File: config.mk
export PLATFORM = sky130hd
export DESIGN_NAME = alu_cmd_queue
export DESIGN_NICKNAME = d
export VERILOG_FILES = /design/src/rtl/alu_pkg.sv /design/src/rtl/alu_cmd_fifo.sv /design/src/rtl/alu_cmd_queue.sv
export SDC_FILE = /design/constraint.sdc
export NUM_CORES = 1
export LEC_CHECK = 0
export ABC_AREA = 0
export ABC_CLOCK_PERIOD_IN_PS = 4700
export CAP_MARGIN = 20
export CORE_MARGIN = 1
export CORE_UTILIZATION = 45
export DETAILED_ROUTE_END_ITERATION = 10
export GPL_TIMING_DRIVEN = 1
export PLACE_DENSITY_LB_ADDON = 0.05
export SYNTH_ARGS = -nofsm -noshare
export SYNTH_HDL_FRONTEND = slang
export SYNTH_SLANG_ARGS = --single-unit
File: constraint.sdc
create_clock -name clk -period 4.7 [get_ports clk]
set_input_delay 0.705 -clock clk [delete_from_list [all_inputs] [get_ports clk]]
set_output_delay 0.705 -clock clk [all_outputs]
set_load 0.02 [all_outputs]
File: src/rtl/alu_pkg.sv
// Shared ALU definitions: opcode encodings, the queued command record and
// the opcode legality test used by the command queue.
package alu_pkg;

    localparam int ALU_DATA_W = 8;

    localparam logic [2:0] OP_ADD = 3'b000;
    localparam logic [2:0] OP_SUB = 3'b001;
    localparam logic [2:0] OP_AND = 3'b010;
    localparam logic [2:0] OP_OR  = 3'b011;
    localparam logic [2:0] OP_XOR = 3'b100;
    localparam logic [2:0] OP_NOT = 3'b101;
    // The ALU treats NOP as "result 0", which makes it a safe idle value.
    localparam logic [2:0] OP_NOP = 3'b110;

    typedef struct packed {
        logic [2:0]            opcode;
        logic [ALU_DATA_W-1:0] a;
        logic [ALU_DATA_W-1:0] b;
    } alu_cmd_t;

    localparam int ALU_CMD_W = $bits(alu_cmd_t);

    // Opcodes 110 and 111 never reach the ALU.
    function automatic logic is_legal_op(input logic [2:0] op);
        return (op <= OP_NOT);
    endfunction

endpackage

File: src/rtl/alu_cmd_fifo.sv
// Generic DEPTH x WIDTH synchronous FIFO. Owns the read/write pointers and
// the occupancy count; full/empty are registered from the next level.
// The caller guarantees push only when !full and pop only when !empty.
module alu_cmd_fifo #(
    parameter int DEPTH = 4,
    parameter int WIDTH = 19
) (
    input  logic                     clk,
    input  logic                     rst,
    input  logic                     push,
    input  logic [WIDTH-1:0]         wdata,
    input  logic                     pop,
    output logic [WIDTH-1:0]         rdata,
    output logic [$clog2(DEPTH):0]   level,
    output logic                     full,
    output logic                     empty
);

    localparam int AW = $clog2(DEPTH);

    logic [WIDTH-1:0] mem [DEPTH];
    logic [AW-1:0]    wr_ptr;
    logic [AW-1:0]    rd_ptr;
    logic [AW:0]      level_nxt;

    // Head of the queue is presented combinationally.
    assign rdata = mem[rd_ptr];

    // Occupancy changes only when exactly one of push/pop happens.
    always_comb begin
        level_nxt = level;
        if (push && !pop) begin
            level_nxt = level + 1'b1;
        end else if (pop && !push) begin
            level_nxt = level - 1'b1;
        end
    end

    // Pointers wrap naturally at DEPTH (power of two); flags track level_nxt.
    always_ff @(posedge clk) begin
        if (rst) begin
            wr_ptr <= '0;
            rd_ptr <= '0;
            level  <= '0;
            full   <= 1'b0;
            empty  <= 1'b1;
        end else begin
            if (push) wr_ptr <= wr_ptr + 1'b1;
            if (pop)  rd_ptr <= rd_ptr + 1'b1;
            level <= level_nxt;
            full  <= (level_nxt == (AW+1)'(DEPTH));
            empty <= (level_nxt == '0);
        end
    end

    // Storage array; contents need no reset because level gates their use.
    always_ff @(posedge clk) begin
        if (push) begin
            mem[wr_ptr] <= wdata;
        end
    end

endmodule

File: src/rtl/alu_cmd_queue.sv
// Command queue and issue stage in front of the 8-bit ALU.
// Optional build macro: ALU_CMD_QUEUE_BYPASS_EN -- when defined, a legal
// command arriving at an empty queue with issue_en high goes straight to the
// ALU in the same cycle instead of through the FIFO.
//
// Handshake: a command transfers on any clock edge where in_valid and
// in_ready are both high. in_ready = !full, and a pop in the same cycle does
// not free a slot. Illegal opcodes complete the handshake but are dropped and
// set the sticky err_illegal flag.
module alu_cmd_queue
    import alu_pkg::*;
#(
    parameter int DEPTH  = 4,
    parameter int DATA_W = 8
) (
    input  logic                   clk,
    input  logic                   rst,
    input  logic                   in_valid,
    output logic                   in_ready,
    input  logic [2:0]             in_opcode,
    input  logic [DATA_W-1:0]      in_a,
    input  logic [DATA_W-1:0]      in_b,
    input  logic                   issue_en,
    output logic [2:0]             alu_opcode,
    output logic [DATA_W-1:0]      alu_a,
    output logic [DATA_W-1:0]      alu_b,
    output logic                   alu_issue,
    output logic                   res_valid,
    output logic [$clog2(DEPTH):0] level,
    output logic                   full,
    output logic                   empty,
    output logic                   err_illegal
);

    alu_cmd_t in_cmd;
    alu_cmd_t head_cmd;
    logic     in_legal;
    logic     accept;
    logic     bypass;
    logic     fifo_issue;
    logic     push;

    assign in_cmd   = '{opcode: in_opcode, a: in_a, b: in_b};
    assign in_legal = is_legal_op(in_opcode);
    assign in_ready = !full;
    assign accept   = in_valid && in_ready;

`ifdef ALU_CMD_QUEUE_BYPASS_EN
    // Empty queue: hand the incoming command straight to the ALU.
    assign bypass = empty && issue_en && in_valid && in_legal;
`else
    assign bypass = 1'b0;
`endif

    assign fifo_issue = !empty && issue_en;
    assign push       = accept && in_legal && !bypass;
    assign alu_issue  = fifo_issue || bypass;

    alu_cmd_fifo #(
        .DEPTH (DEPTH),
        .WIDTH (ALU_CMD_W)
    ) u_fifo (
        .clk   (clk),
        .rst   (rst),
        .push  (push),
        .wdata (in_cmd),
        .pop   (fifo_issue),
        .rdata (head_cmd),
        .level (level),
        .full  (full),
        .empty (empty)
    );

    // Operand mux: bypass input, FIFO head, or the NOP idle drive.
    always_comb begin
        alu_opcode = OP_NOP;
        alu_a      = '0;
        alu_b      = '0;
        if (bypass) begin
            alu_opcode = in_cmd.opcode;
            alu_a      = in_cmd.a;
            alu_b      = in_cmd.b;
        end else if (fifo_issue) begin
            alu_opcode = head_cmd.opcode;
            alu_a      = head_cmd.a;
            alu_b      = head_cmd.b;
        end
    end

    // res_valid follows issue by one cycle, matching the ALU's output register;
    // an issue during reset is squashed. err_illegal is sticky until reset.
    always_ff @(posedge clk) begin
        if (rst) begin
            res_valid   <= 1'b0;
            err_illegal <= 1'b0;
        end else begin
            res_valid <= alu_issue;
            if (accept && !in_legal) begin
                err_illegal <= 1'b1;
            end
        end
    end

endmodule

# Yosys cells after proc, flatten, opt, wreduce, memory -nomap -nowiden
# Memories as Yosys holds them, arrays and structs flattened. A register that Yosys moved wholly into a read port is not among the register bits.
# Cells that the tools add are included.
# classes
reduce_logical	12
n_addsub	4
eq_ne	1
mux	9
n_lt_le_gt_ge	1
# op_table
op	count
two-way mux 8 bit	2
two-way mux 3 bit	3
logical AND 1 bit	6
logical NOT 1 bit	5
adder 2 x 1 -> 2 bit, second input constant	2
two-way mux 2 bit	2
adder 3 x 1 -> 3 bit, second input constant	1
== test 3 bit, second input constant	1
less-or-equal comparator 3 bit, second input constant	1
logical NOT 3 bit	1
subtractor 3 x 1 -> 3 bit, second input constant	1
two-way mux 1 bit	2
# word_totals
in_bits	23
out_inout_bits	28
memories	1
regBits	11
word_cells	35
ramBits	76
# mem_list
memory	words	width	read_ports	rd_ports_with_merged_regs	write_ports	line_no	rtl
u_fifo.mem	4	19	1	1	1	alu_cmd_fifo.sv:21	logic [WIDTH-1:0] mem [DEPTH];

# Longest topological paths before layout
# Gate-level depths: netlist (run 1).
# logic_depth
depth_word	8
ltp_mapped	6
ltp_nobuf	5

# Cells and area by module
# From an unflattened synthesis (run 1), not the netlist that was laid out.
# unflattened
hier_cells	191
area_unflattened_um2	3573.4
# by_module_without_submodules
module	seq_area_each_um2	cells_per_inst	area_per_inst_um2	instances
alu_cmd_fifo	2502.4	160	3339.5	1
alu_cmd_queue	40.0	31	234.0	1

# Worst setup path after synthesis (run 1)
# No wires, ideal clock.
# synth_timing
path_kind	register -> output
from	reg with a tool-made name
to	out alu_a[0]
required_ns	3.995
t_arrival_ns	1.537
n_path_buf	2
setup_slack_ns	2.458
path_stages_with_launch	5
path_cell_list	dfxtp_1 > buf_2 > buf_4 > mux4_2 > and2_1
# synth_rtl
item	line_no	rtl
to (decl)	alu_cmd_queue.sv:25	output logic [DATA_W-1:0] alu_a,

==> flow_summary.toml, run 1 <==
[outcome]
status = "finished clean"

[logic_synthesis]
synth_mux_area_share_pct = 12.8
synth_common_cells = "edfxtp_1, mux4_2, and2_1, dfxtp_1, nor2_1"
synth-compound-area-share_pct = 2.41
yosys.area_share.simple_pct = 7.72
syn_nets = 217
synth-xor-area-share_pct = 0.992
synthCells = 188
netlist.area_leader.share_pct = 64.6
yosysMostFrequentCell = "edfxtp_1"
yosys_warnings = 0
ys_ff_latch = 89
synth.area.top_cells = "edfxtp_1, mux4_2, dfxtp_1, and2_1, ha_1"
avgSynthCellArea_sq_um = 18.8
yosysUniqueCellTypes = 35
ys_async_sr_fraction_pct = 0
synth_flop_cell = "edfxtp_1"
yosysTopAreaCell = "edfxtp_1"
seq_area_frac_synth_pct = 72.0
synth_fa_ha_area_share_pct = 2.12
synth-edff-count = 76
synth_top_family_by_area = "multiplexers"
synth_area_sq_um = 3530

[clock_tree]
cts_tree = "yes"
cts.repair.resized = 0
cts_root_buffer = "clkbuf_8"
post_cts_buffers = 0
ctsHoldBuffers = 0
clock_latency_ns = 0.34
clk_pin_slew_ns = 0.08
clock_path_buffers = 2
numCtsBuffers = 9
cts_num_sinks = 89
htree_levels = 3

[grt]
antenna_found_initial = 0
grt_pass1_vias = 1877
grt.total_usage_pct = 16.0
grt.overflow.total = 0
grt_pass1_wl_um = 9650
grt_max_degree = 23

[cells_and_area]
layout.nets = 271
fin_cells = 346
drive_gt1_share_pct = 19.4
area_growth_pct = 22.2
diodes = 0

[floorplan]
initial_utilization_pct = 47.7
die_h_um = 90.6
die_area_sq_um = 8210
placement_rows = 31
io_pins = 51
coreArea_sq_um = 7410
fp.dieW_um = 90.6

[timing]
fmaxAchievable_mhz = 288
relSlewSlack_pct = 35.0
rsz0062_at_grt = "false"
skew_ns = 0.00522
finalSetupTns_ns = 0
fin_crit_ns = 3.47
finalCritPeriodShare_pct = 73.9
finalHoldViolations = 0
timing.hold.ws_ns = 0.500
report.final.setup_viol = 0
worst_slack_ns = 1.23
tightest_slew_ns = 0.974
maxSlewViolCount = 0

[placement]
port_buffers = 50
place_ws_ns = 1.33
place.gp.congestion = 0.663
placedCellCount = 330
hpwlAfterDp_um = 3730

[critical_path]
cp-start-kind = "register"
cp.arrival_ns = 2.77
critPathRequiredTime_ns = 3.99
cp-end-kind = "output port"
criticalPathCategory = "reg2out"
r2r_end = "u_fifo.mem[2][1]"
critical_path.max_fanout = 13
reg2reg_setup_slack_ns = 3.00
r2r-start = "u_fifo.full"
reg2regPathDepth = 2

[detailed_routing]
drc = 0
drt_pass1_iterations = 4
dr_total_vias = 1748
vias_per_cell = 5.05
drt_iter0_markers = 98
totalWireLength_um = 5940
antenna_left = 0
wl_per_cell_um = 17.2

[hold_path]
whs_endpoint = "err_illegal"
worstHoldPathCells = 2
hold_start = "err_illegal"
hold_path.class = "reg2reg"

[run]
drv_cap = 0

[power_and_ir_drop]
p_leak_nw = 1.43
vdd_drop_max_mv = 0.322
power_density_nw_per_um2 = 447
[layer usage]
layer  up-vias  GRT usage [%]  wire length, um
met5         -              0                0
met4         0           6.85               80
met3         9           3.11              178
met2        37           27.4             3130
met1       880           19.8             2550
li1        822              -                -
[how the worst max path moves through the flow]
stage	startpoint	to	slack, ns	cells after the start
finish	register	alu_a[5]	1.23	4
global route	register	alu_a[0]	1.00	4
CTS	register	alu_a[0]	1.10	4
detailed placement	issue_en	alu_b[7]	1.33	5
global placement	issue_en	alu_a[7]	1.37	5
floorplan	register	alu_a[0]	2.46	4
[through the flow]
| stage | instance area, sq um | total power, mW | utilization, % |
|---|---|---|---|
| 2_1_floorplan | 3530 | 1.27 | - |
| 3_3_place_gp | 4120 | 1.43 | 55.6 |
| 3_5_place_dp | 4120 | 1.44 | 55.6 |
| 4_1_cts | 4320 | 1.95 | 58.3 |
| 5_1_grt | 4320 | 2.02 | 58.3 |
| 6_report | 4320 | 1.93 | 58.3 |
[cell families (layout without fill, tap and decap cells)]
family / count (synthesis) / count (layout)
compound gates: 9 / 9
xor+xnor: 4 / 4
fa+ha+maj: 6 / 6
buf+inv: 15 / 74
flops: 89 / 89
mux: 21 / 21
simple gates: 44 / 44
[state kept, by name (all words and copies together), names as in the netlist, named ones only]
signal         flops
u_fifo.mem        76
u_fifo.wr_ptr      2
u_fifo.rd_ptr      2
u_fifo.empty       1
u_fifo.level       3
u_fifo.full        1
err_illegal        1
res_valid          1
[cell type report]
cell class	count	area, sq um
inverters	7	26.3
clock buffers	10	128
clock inverters	6	67.6
well taps	99	124
repair buffers	51	508
multi-input cells	84	921
fillers	576	3090
flip-flops and latches	89	2540
[cells in the final DEF (no fill, tap or decap), types with 2 or more instances in the layout]
master           Yosys  final
clkdlybuf4s50_1      0     50
ha_1                 6      6
inv_1                7      7
dfxtp_1             13     13
clkinvlp_4           0      2
clkbuf_8             0      9
xnor2_1              3      3
nand2b_1             2      2
nor2_1              11     11
edfxtp_1            76     76
and3_2               4      4
mux4_2              19     19
nand2_1              3      3
and2_1              18     18
[report_power, final]
group	switching [mW]	leakage [nW]	internal, mW
Clock	0.263	0.0929	0.248
Combinational	0.204	0.535	0.242
Sequential	0.0513	0.801	0.920
Total	0.519	1.43	1.41
[critical path, cell delays in order (launching register included)]
cell	delay, ns
dfxtp_1	0.88
buf_4	0.33
mux4_2	0.52
and2_1	0.17
clkdlybuf4s50_1	0.53
Power figures use the tool's default switching activity.
==> run 2: changes to the inputs <==
ABC_CLOCK_PERIOD_IN_PS = 3000   (was 4700)
clock period = 3 ns   (was 4.7 ns; I/O delays follow)
==> run 2 against run 1 <==
Net effect: final area up 1.2%; total power up 61%; sequential share of layout area shrank 0.69 points; wire length grew 4.1%; combinational power up 67%; via count increased by 2.6%; critical path depth stayed put; global-route usage is 0.56 points higher; register-to-register slack worse by 1.7 ns; critical path type unchanged; sequential power is 54% higher.
==> flow_summary.toml, run 2 (synthesized netlist as in run 1, its figures left out) <==
[floorplan]
fp.dieW_um = 90.6
die_area_sq_um = 8210
coreArea_sq_um = 7410
initial_utilization_pct = 47.7
die_h_um = 90.6
placement_rows = 31
io_pins = 51

[grt]
grt_pass1_vias = 1934
antenna_found_initial = 0
grt_max_degree = 23
grt.overflow.total = 0
grt.total_usage_pct = 16.6
grt_pass1_wl_um = 10000

[cells_and_area]
layout.nets = 274
top_regs = "u_fifo.mem x76, u_fifo.level x3"
diodes = 0
largest_reg_flops = 76
regMostFlops = "u_fifo.mem"
drive_gt1_share_pct = 20.0
final_cell_mix = "edfxtp_1, clkdlybuf4s50_1, mux4_2"
nFillCells = 553
area_growth_pct = 23.6
final_common_cell = "edfxtp_1"

[clock_tree]
ctsHoldBuffers = 0
post_cts_buffers = 0
clock_path_buffers = 2
clk_pin_slew_ns = 0.08
cts_num_sinks = 89
cts.repair.resized = 0
clock_latency_ns = 0.34
htree_levels = 3
cts_tree = "yes"
cts_root_buffer = "clkbuf_8"
numCtsBuffers = 9

[placement]
hpwlAfterDp_um = 4000
port_buffers = 50
place.gp.congestion = 0.646
place_ws_ns = 0.416

[power_and_ir_drop]
p_leak_nw = 1.45
vdd_drop_max_mv = 0.416
power_density_nw_per_um2 = 712

[timing]
finalHoldViolations = 0
maxSlewViolCount = 0
rsz0062_at_grt = "false"
worst_slack_ns = 0.190
fmaxAchievable_mhz = 356
finalCritPeriodShare_pct = 93.7
tightest_slew_ns = 0.569
report.final.setup_viol = 0
fin_crit_ns = 2.81
skew_ns = 0.00527
timing.hold.ws_ns = 0.481
finalSetupTns_ns = 0
relSlewSlack_pct = 62.0

[outcome]
status = "finished clean"

[hold_path]
hold_path.class = "reg2reg"

[critical_path]
criticalPathCategory = "reg2out"
critical_path.max_fanout = 15
cp-end-kind = "output port"
cp.arrival_ns = 2.36
critPathRequiredTime_ns = 2.55
cp-start-kind = "register"

[detailed_routing]
vias_per_cell = 5.14
drc = 0
drt_iter0_markers = 106
antenna_left = 0
totalWireLength_um = 6180
drt_pass1_iterations = 4
wl_per_cell_um = 17.7
dr_total_vias = 1794

[run]
drv_cap = 0
run 2: changes by cell type in the layout (fill, tap and decap cells not counted), sizes merged:
cell    change
clkbuf      +1
bufinv      +1
buf         +3
clkinv      -1
inv         -1
run 2: worst paths after layout:
path                                  start                 to  slack (ns)  depth (start not counted)
worst max register to register  u_fifo.full  u_fifo.mem[3][14]        1.27                          2
worst min register to register  err_illegal        err_illegal        0.48                          2
worst max-delay path               register           alu_a[0]        0.19                          4
worst min-delay path            err_illegal        err_illegal        0.48                          2
run 2: where the power goes:
part	switching, mW	internal, mW	leakage, nW	total [mW]
combinational	0.351	0.396	0.554	0.747
sequential	0.0612	1.44	0.801	1.50
clock	0.392	0.468	0.0995	0.860
run 2: cell type report:
type	count	area, sq um	share of cell area (%)
Tap cell	99	124	2.84
Clock inverter	5	80.1	1.83
Clock buffer	11	131	3.01
Sequential cell	89	2540	58.2
Timing Repair Buffer	54	543	12.4
Multi-Input combinational cell	84	921	21.1
Inverter	7	26.3	0.602
run 2: through the flow:
step	std cells	cell area (sq um)	utilization [%]	power, mW
floorplan	188	3530	-	1.99
global placement	333	4160	56.1	2.25
detailed placement	333	4160	56.1	2.29
CTS	349	4370	59.0	3.14
global route	349	4370	59.0	3.24
finish	349	4370	59.0	3.11
run 2: critical path: stages (launching register included):
cell and delay, ns:
dfxtp_1 0.55, buf_12 0.23, mux4_2 0.53, and2_1 0.17
clkdlybuf4s50_1 0.53
run 2: metal layers:
metal,GRT usage [%],routed length [um]
met1,19.9,2610
met2,28.6,3240
met3,3.45,207
met4,7.66,123
met5,0,0
==> run 3: changes to the inputs <==
ABC_AREA = 1   (was 0)
CTS_BUF_LIST = sky130_fd_sc_hd__clkbuf_2 sky130_fd_sc_hd__clkbuf_4 sky130_fd_sc_hd__clkbuf_8   (was default)
==> run 3 against run 2 <==
Net effect: critical path type unchanged; combinational power is 2% lower; largest power group unchanged; largest cell class unchanged; global-route usage is 0.66 points higher; maximum frequency is 2.1% higher; flip-flop and latch count stayed put; clock power is 3.1% higher; first-iteration DRC count is 6.6% lower; synthesized area is 2.3% higher.
==> flow_summary.toml, run 3 <==
[logic_synthesis]
yosys_warnings = 0
seq_area_frac_synth_pct = 70.3
yosysUniqueCellTypes = 25
synthCells = 313
ys_ff_latch = 89
synth_area_sq_um = 3620
ys_async_sr_fraction_pct = 0
synth-edff-count = 76
avgSynthCellArea_sq_um = 11.6
yosysMostFrequentCell = "nor2_1"
synth_common_cells = "nor2_1, edfxtp_1, a21oi_1, o21ai_0, nand2_1"
synth.area.top_cells = "edfxtp_1, nor2_1, dfxtp_1, a21oi_1, o21ai_0"
netlist.area_leader.share_pct = 63.1
synth_flop_cell = "edfxtp_1"
yosysTopAreaCell = "edfxtp_1"
syn_nets = 342

[critical_path]
cp-end-kind = "output port"
cp.arrival_ns = 2.30
cp-start-kind = "register"
path_depth = 5
path_buf_inv = 2
critPathRequiredTime_ns = 2.55
criticalPathCategory = "reg2out"
critPathMaxStageDelay_ns = 0.63
cpLargestDelayFamily = "buffers and inverters"
path_cells = "inv_2 > nor2_1 > o21ai_1 > a21oi_1 > clkdlybuf4s50_1"
critPathSlowestCell = "clkdlybuf4s50_1"
reg2regPathDepth = 4
critical_path.max_fanout = 19

[floorplan]
fp.dieW_um = 91.6
die_area_sq_um = 8400
io_pins = 51
die_h_um = 91.6
initial_utilization_pct = 46.6
placement_rows = 32
coreArea_sq_um = 7770

[cells_and_area]
area_growth_pct = 24.0
fin_cells = 480
fin_area_sq_um = 4480
final_common_cell = "nor2_1"
layout.nets = 402
nFillCells = 657
top_regs = "u_fifo.mem x76, u_fifo.level x3"
final_cell_mix = "nor2_1, edfxtp_1, clkdlybuf4s50_1"
diodes = 0
largest_reg_flops = 76
drive_gt1_share_pct = 12.4
regMostFlops = "u_fifo.mem"

[timing]
finalCritPeriodShare_pct = 91.7
tightest_slew_ns = 0.627
finalHoldViolations = 0
maxSlewViolCount = 0
skew_ns = 0.0103
fmaxAchievable_mhz = 363
rsz0062_at_grt = "false"
report.final.setup_viol = 0
relSlewSlack_pct = 58.1
finalSetupTns_ns = 0
fin_crit_ns = 2.75
worst_slack_ns = 0.248

[clock_tree]
htree_levels = 3
cts_root_buffer = "clkbuf_8"
cts_num_sinks = 89
clk_pin_slew_ns = 0.08
ctsHoldBuffers = 0
clock_latency_ns = 0.35
cts.repair.resized = 0
post_cts_buffers = 0
clock_path_buffers = 2
cts_tree = "yes"
numCtsBuffers = 9

[hold_path]
worstHoldPathCells = 1
hold_path.class = "reg2reg"

[power_and_ir_drop]
power.switching_mw = 0.883
power_density_nw_per_um2 = 687
intPower_mw = 2.20
vdd_drop_max_mv = 0.406
seqPwrFrac_pct = 47.4
finalPower_mw = 3.08
p_clk_share_pct = 28.8
p_leak_nw = 1.62
comb_power_share_pct = 23.8
power.share.switching_pct = 28.6

[detailed_routing]
wl_per_cell_um = 14.1
drc = 0
drt_pass1_iterations = 4
drt_iter0_markers = 99
totalWireLength_um = 6770
dr_total_vias = 2362
antenna_left = 0
vias_per_cell = 4.92

[grt]
grt_pass1_wl_um = 10600
grt_util_met1_pct = 22.0
grt.total_usage_pct = 17.2
use_met3_pct = 2.82
grt_max_degree = 39
grt_pass1_vias = 2187
grt-busiest-layer = "met2"
grt.overflow.total = 0
antenna_found_initial = 0
met2_usage_pct = 28.0

[placement]
place.gp.congestion = 0.707
hpwlAfterDp_um = 4300
placedCellCount = 464
port_buffers = 50
place_ws_ns = 0.375
placed_cell_area_sq_um = 4270

[outcome]
status = "finished clean"

[run]
drv_cap = 0
[run 3: cell types whose count changed after synthesis, sizes merged, moves of 3 or more]
cell,previous run,this run
buf,4,11
mux4,19,0
and3,4,0
inv,7,22
and2,19,0
nand2,4,23
nand2b,3,0
o21ai,0,39
nand3,1,5
xnor2,3,0
a21oi,2,23
nor2,11,88
[run 3: cells by family (layout without fill, tap and decap cells)]
| family | after synthesis | in the layout | share of synthesized area, % |
|---|---|---|---|
| flops | 89 | 89 | 70.3 |
| fa+ha+maj | 6 | 6 | 2.08 |
| xor+xnor | 1 | 1 | 0.242 |
| compound gates | 65 | 65 | 9.34 |
| simple gates | 117 | 117 | 13.6 |
| buf+inv | 35 | 100 | 4.46 |
[run 3: routing by layer]
layer	share of wire [%]	vias to the layer above
met5	0	-
met4	2.3	0
met3	3.2	14
met2	49	49
met1	46	1109
li1	-	1190
[run 3: area by class of cell]
cell class              count  area, sq um  area share, %
multi-input cells         189          922           20.6
well taps                 102          128           2.85
clock inverters             5         80.1           1.79
flip-flops and latches     89         2540           56.7
clock buffers              11          139           3.10
repair buffers             62          591           13.2
inverters                  22         82.6           1.84
[run 3: through the flow]
stage | util (%) | hold slack (ns)
5_1_grt | 57.7 | 0.508
2_1_floorplan | - | 0.444
4_1_cts | 57.7 | 0.482
6_report | 57.7 | 0.483
3_5_place_dp | 54.9 | 0.469
3_3_place_gp | 54.9 | 0.457
[run 3: worst paths after layout]
check / from / end / slack (ns)
hold / removal: u_fifo.rd_ptr[0] / u_fifo.rd_ptr[0] / 0.48
setup / recovery: register / alu_a[0] / 0.25
hold reg to reg: u_fifo.rd_ptr[0] / u_fifo.rd_ptr[0] / 0.48
setup reg to reg: u_fifo.full / u_fifo.mem[1][10] / 1.45
[run 3: power by group through the flow]
stage / sequential [mW] / clock [mW] / combinational, mW
finish: 1.46 / 0.887 / 0.733
global route: 1.47 / 0.940 / 0.815
CTS: 1.46 / 0.907 / 0.746
detailed placement: 1.49 / 0 / 0.743
global placement: 1.49 / 0 / 0.736
floorplan: 1.51 / 0 / 0.444
==> edit (settings of run 3) <==
`DEPTH` is set to 4 in 2 places; all go to 16.
--- a/src/rtl/alu_cmd_fifo.sv
+++ b/src/rtl/alu_cmd_fifo.sv
@@ -4,3 +4,3 @@
 module alu_cmd_fifo #(
-    parameter int DEPTH = 4,
+    parameter int DEPTH = 16,
     parameter int WIDTH = 19
--- a/src/rtl/alu_cmd_queue.sv
+++ b/src/rtl/alu_cmd_queue.sv
@@ -12,3 +12,3 @@
 #(
-    parameter int DEPTH  = 4,
+    parameter int DEPTH  = 16,
     parameter int DATA_W = 8
Interface: changed (resized level); port bits go from 51 to 53. The function was not compared with the original's and may differ.
==> edit against run 3 <==
Area after synthesis grew to 3.6 times the old value; setup slack worse by 0.19 ns; non-clock buffer count is 43 higher; wire length grew to 4.8 times the old value; power grew to 3.4 times the old value; sequential cell count is 236 higher; register-to-register slack worse by 0.41 ns; clock power grew to 4.0 times the old value; sequential share of layout area is 6.1 points higher; critical endpoint is now alu_a[7]; design area grew to 3.4 times the old value; largest power group unchanged.
==> edit: results (changes against run 3) <==
{
  "status": {"value": "finished, final reports clean", "change": "unchanged"},
  "largestRegisters": {"value": "u_fifo.mem: 304 flops, u_fifo.level: 5 flops", "change": "was u_fifo.mem: 76 flops, u_fifo.level: 3 flops"},
  "worst_ir_drop_vdd": {"value": 0.0004159, "unit": "V", "change": "was 0.0004058 V"},
  "pin_count_of_the_biggest_net_entering_global_routing": {"value": 69, "change": "was 39"},
  "synth_edf_count": {"value": 304, "change": "was 76"},
  "postCtsResizedCells": {"value": 34, "change": "was 0"},
  "clock_latency": {"value": 0.57, "unit": "ns", "change": "was 0.35 ns"},
  "gr-usage-all-layers": {"value": 22.08, "unit": "%", "change": "was 17.23%"},
  "crit_reg_reg_startpoint": {"value": "u_fifo.empty", "change": "was u_fifo.full"},
  "worst-endpoint-arrival": {"value": 2.49, "unit": "ns", "change": "was 2.30 ns"},
  "count_of_distinct_cell_types_in_the_synthesized_netlist": {"value": 32, "change": "was 25"},
  "timing.critical_path.slowest_cell_delay": {"value": 0.43, "unit": "ns", "change": "was 0.63 ns"},
  "clk_buf_depth": {"value": 3, "change": "was 2"},
  "dp_slack": {"value": 0.02427, "unit": "ns", "change": "was 0.3754 ns"},
  "rr_endpoint": {"value": "u_fifo.full", "change": "was u_fifo.mem[1][10]"},
  "relative_slew_margins": {"value": 53.78, "unit": "%", "change": "was 58.15%"},
  "worst-r2r-cell-count": {"value": 11, "change": "was 4"},
  "drt_iter0_markers": {"value": 536, "change": "was 99"},
  "place.gp.congestion": {"value": 0.7858, "change": "was 0.7074"},
  "dr_vias_cell": {"value": 5.426, "change": "was 4.921"},
  "synth.top_cells.by_area": {"value": "sky130_fd_sc_hd__edfxtp_1 (70%), sky130_fd_sc_hd__nor2_1 (7.2%), sky130_fd_sc_hd__o211ai_1 (4.1%)", "change": "was sky130_fd_sc_hd__edfxtp_1 (63%), sky130_fd_sc_hd__nor2_1 (8.9%), sky130_fd_sc_hd__dfxtp_1 (7.2%)"},
  "vias_in_the_first_global_route": {"value": 8308, "change": "was 2187"},
  "placement_stage_cell_area": {"value": 14190, "unit": "µm²", "change": "was 4265 µm²"},
  "post_cts_buffers": {"value": 5, "change": "was 0"},
  "static-leakage-power": {"value": 5.077, "unit": "nW", "change": "was 1.623 nW"},
  "instances_no_fill": {"value": 1555, "change": "was 480"},
  "placedCellCount": {"value": 1456, "change": "was 464"},
  "post-dp-hpwl": {"value": 17920, "unit": "µm", "change": "was 4295 µm"},
  "hold_path_depth": {"value": 2, "change": "was 1"},
  "fillerInstances": {"value": 2496, "change": "was 657"},
  "wl": {"value": 32640, "unit": "µm", "change": "was 6768 µm"},
  "synth_area_per_cell": {"value": 12.65, "unit": "µm²", "change": "was 11.55 µm²"},
  "final_nets": {"value": 1162, "change": "was 402"},
  "rrSetupSlack": {"value": 1.04, "unit": "ns", "change": "was 1.45 ns"},
  "wire_length_of_the_first_global_routing_pass": {"value": 49490, "unit": "µm", "change": "was 10640 µm"},
  "min_to": {"value": "err_illegal", "change": "was u_fifo.rd_ptr[0]"}
}
## edit: cell types whose count changed after synthesis, moves of 17 or more
| cell | change |
|---|---|
| sky130_fd_sc_hd__nand2_1 | +17 |
| sky130_fd_sc_hd__edfxtp_1 | +228 |
| sky130_fd_sc_hd__nand3_1 | +46 |
| sky130_fd_sc_hd__o211ai_1 | +72 |
| sky130_fd_sc_hd__o21ai_1 | +38 |
| sky130_fd_sc_hd__o21ai_0 | +82 |
| sky130_fd_sc_hd__buf_6 | +18 |
| sky130_fd_sc_hd__nor2_1 | +164 |
| sky130_fd_sc_hd__clkbuf_1 | +27 |
## edit: power by group through the flow
stage          clock [mW]  sequential (mW)  combinational [mW]
2_1_floorplan           0             5.21                1.20
3_3_place_gp            0             5.22                1.74
3_5_place_dp            0             5.22                1.75
4_1_cts              3.60             5.12                1.80
5_1_grt              3.79             5.13                1.98
6_report             3.52             5.12                1.78
## edit: cell type report
| class | count | area share (%) |
|---|---|---|
| flip-flops and latches | 325 | 62.80 |
| multi-input cells | 624 | 20.36 |
| repair buffers | 105 | 6.758 |
| clock buffers | 71 | 5.681 |
| well taps | 384 | 3.157 |
| clock inverters | 22 | 0.6248 |
| inverters | 24 | 0.6166 |
## edit: worst max-delay path by stage
| stage | endpoint | slack, ns |
|---|---|---|
| floorplan | u_fifo.mem[11][0] | 0.71 |
| global placement | alu_a[4] | 0.01 |
| detailed placement | alu_a[4] | 0.02 |
| CTS | alu_b[4] | 0.007 |
| global route | alu_b[0] | -0.06 |
| finish | alu_a[7] | 0.06 |
## edit: through the flow
stage / hold slack (ns) / util (%) / TNS (ns)
6_report: 0.4843 / 53.03 / 0
5_1_grt: 0.5351 / 53.03 / -0.1828
4_1_cts: 0.4853 / 53.10 / 0
3_5_place_dp: 0.4592 / 49.45 / 0
3_3_place_gp: 0.4603 / 49.45 / 0
2_1_floorplan: 0.4551 / - / 0
## edit: cells by family after synthesis
logic type | count (synthesis) | share of synthesized area, %
AO/OA/AOI/OAI | 267 | 11.70
XOR/XNOR | 2 | 0.1336
adder cells (fa/ha/maj) | 7 | 0.6677
buffers and inverters | 88 | 3.968
flip-flops | 325 | 72.80
AND/OR/NAND/NOR | 348 | 10.73
## edit: per-layer routing
layer  track usage, %  vias to the layer above  wire (µm)
li1                 -                     3984          -
met1            29.74                     4148      14610
met2            36.00                      236      15480
met3            3.562                       70       1588
met4            8.739                        0        959
met5                0                        -          0
## edit: tightest hold or removal path, stage by stage, from the launching register on
cell	delay, ns
sky130_fd_sc_hd__dfxtp_1	0.33
sky130_fd_sc_hd__a31oi_1	0.04
sky130_fd_sc_hd__nor2_1	0.08
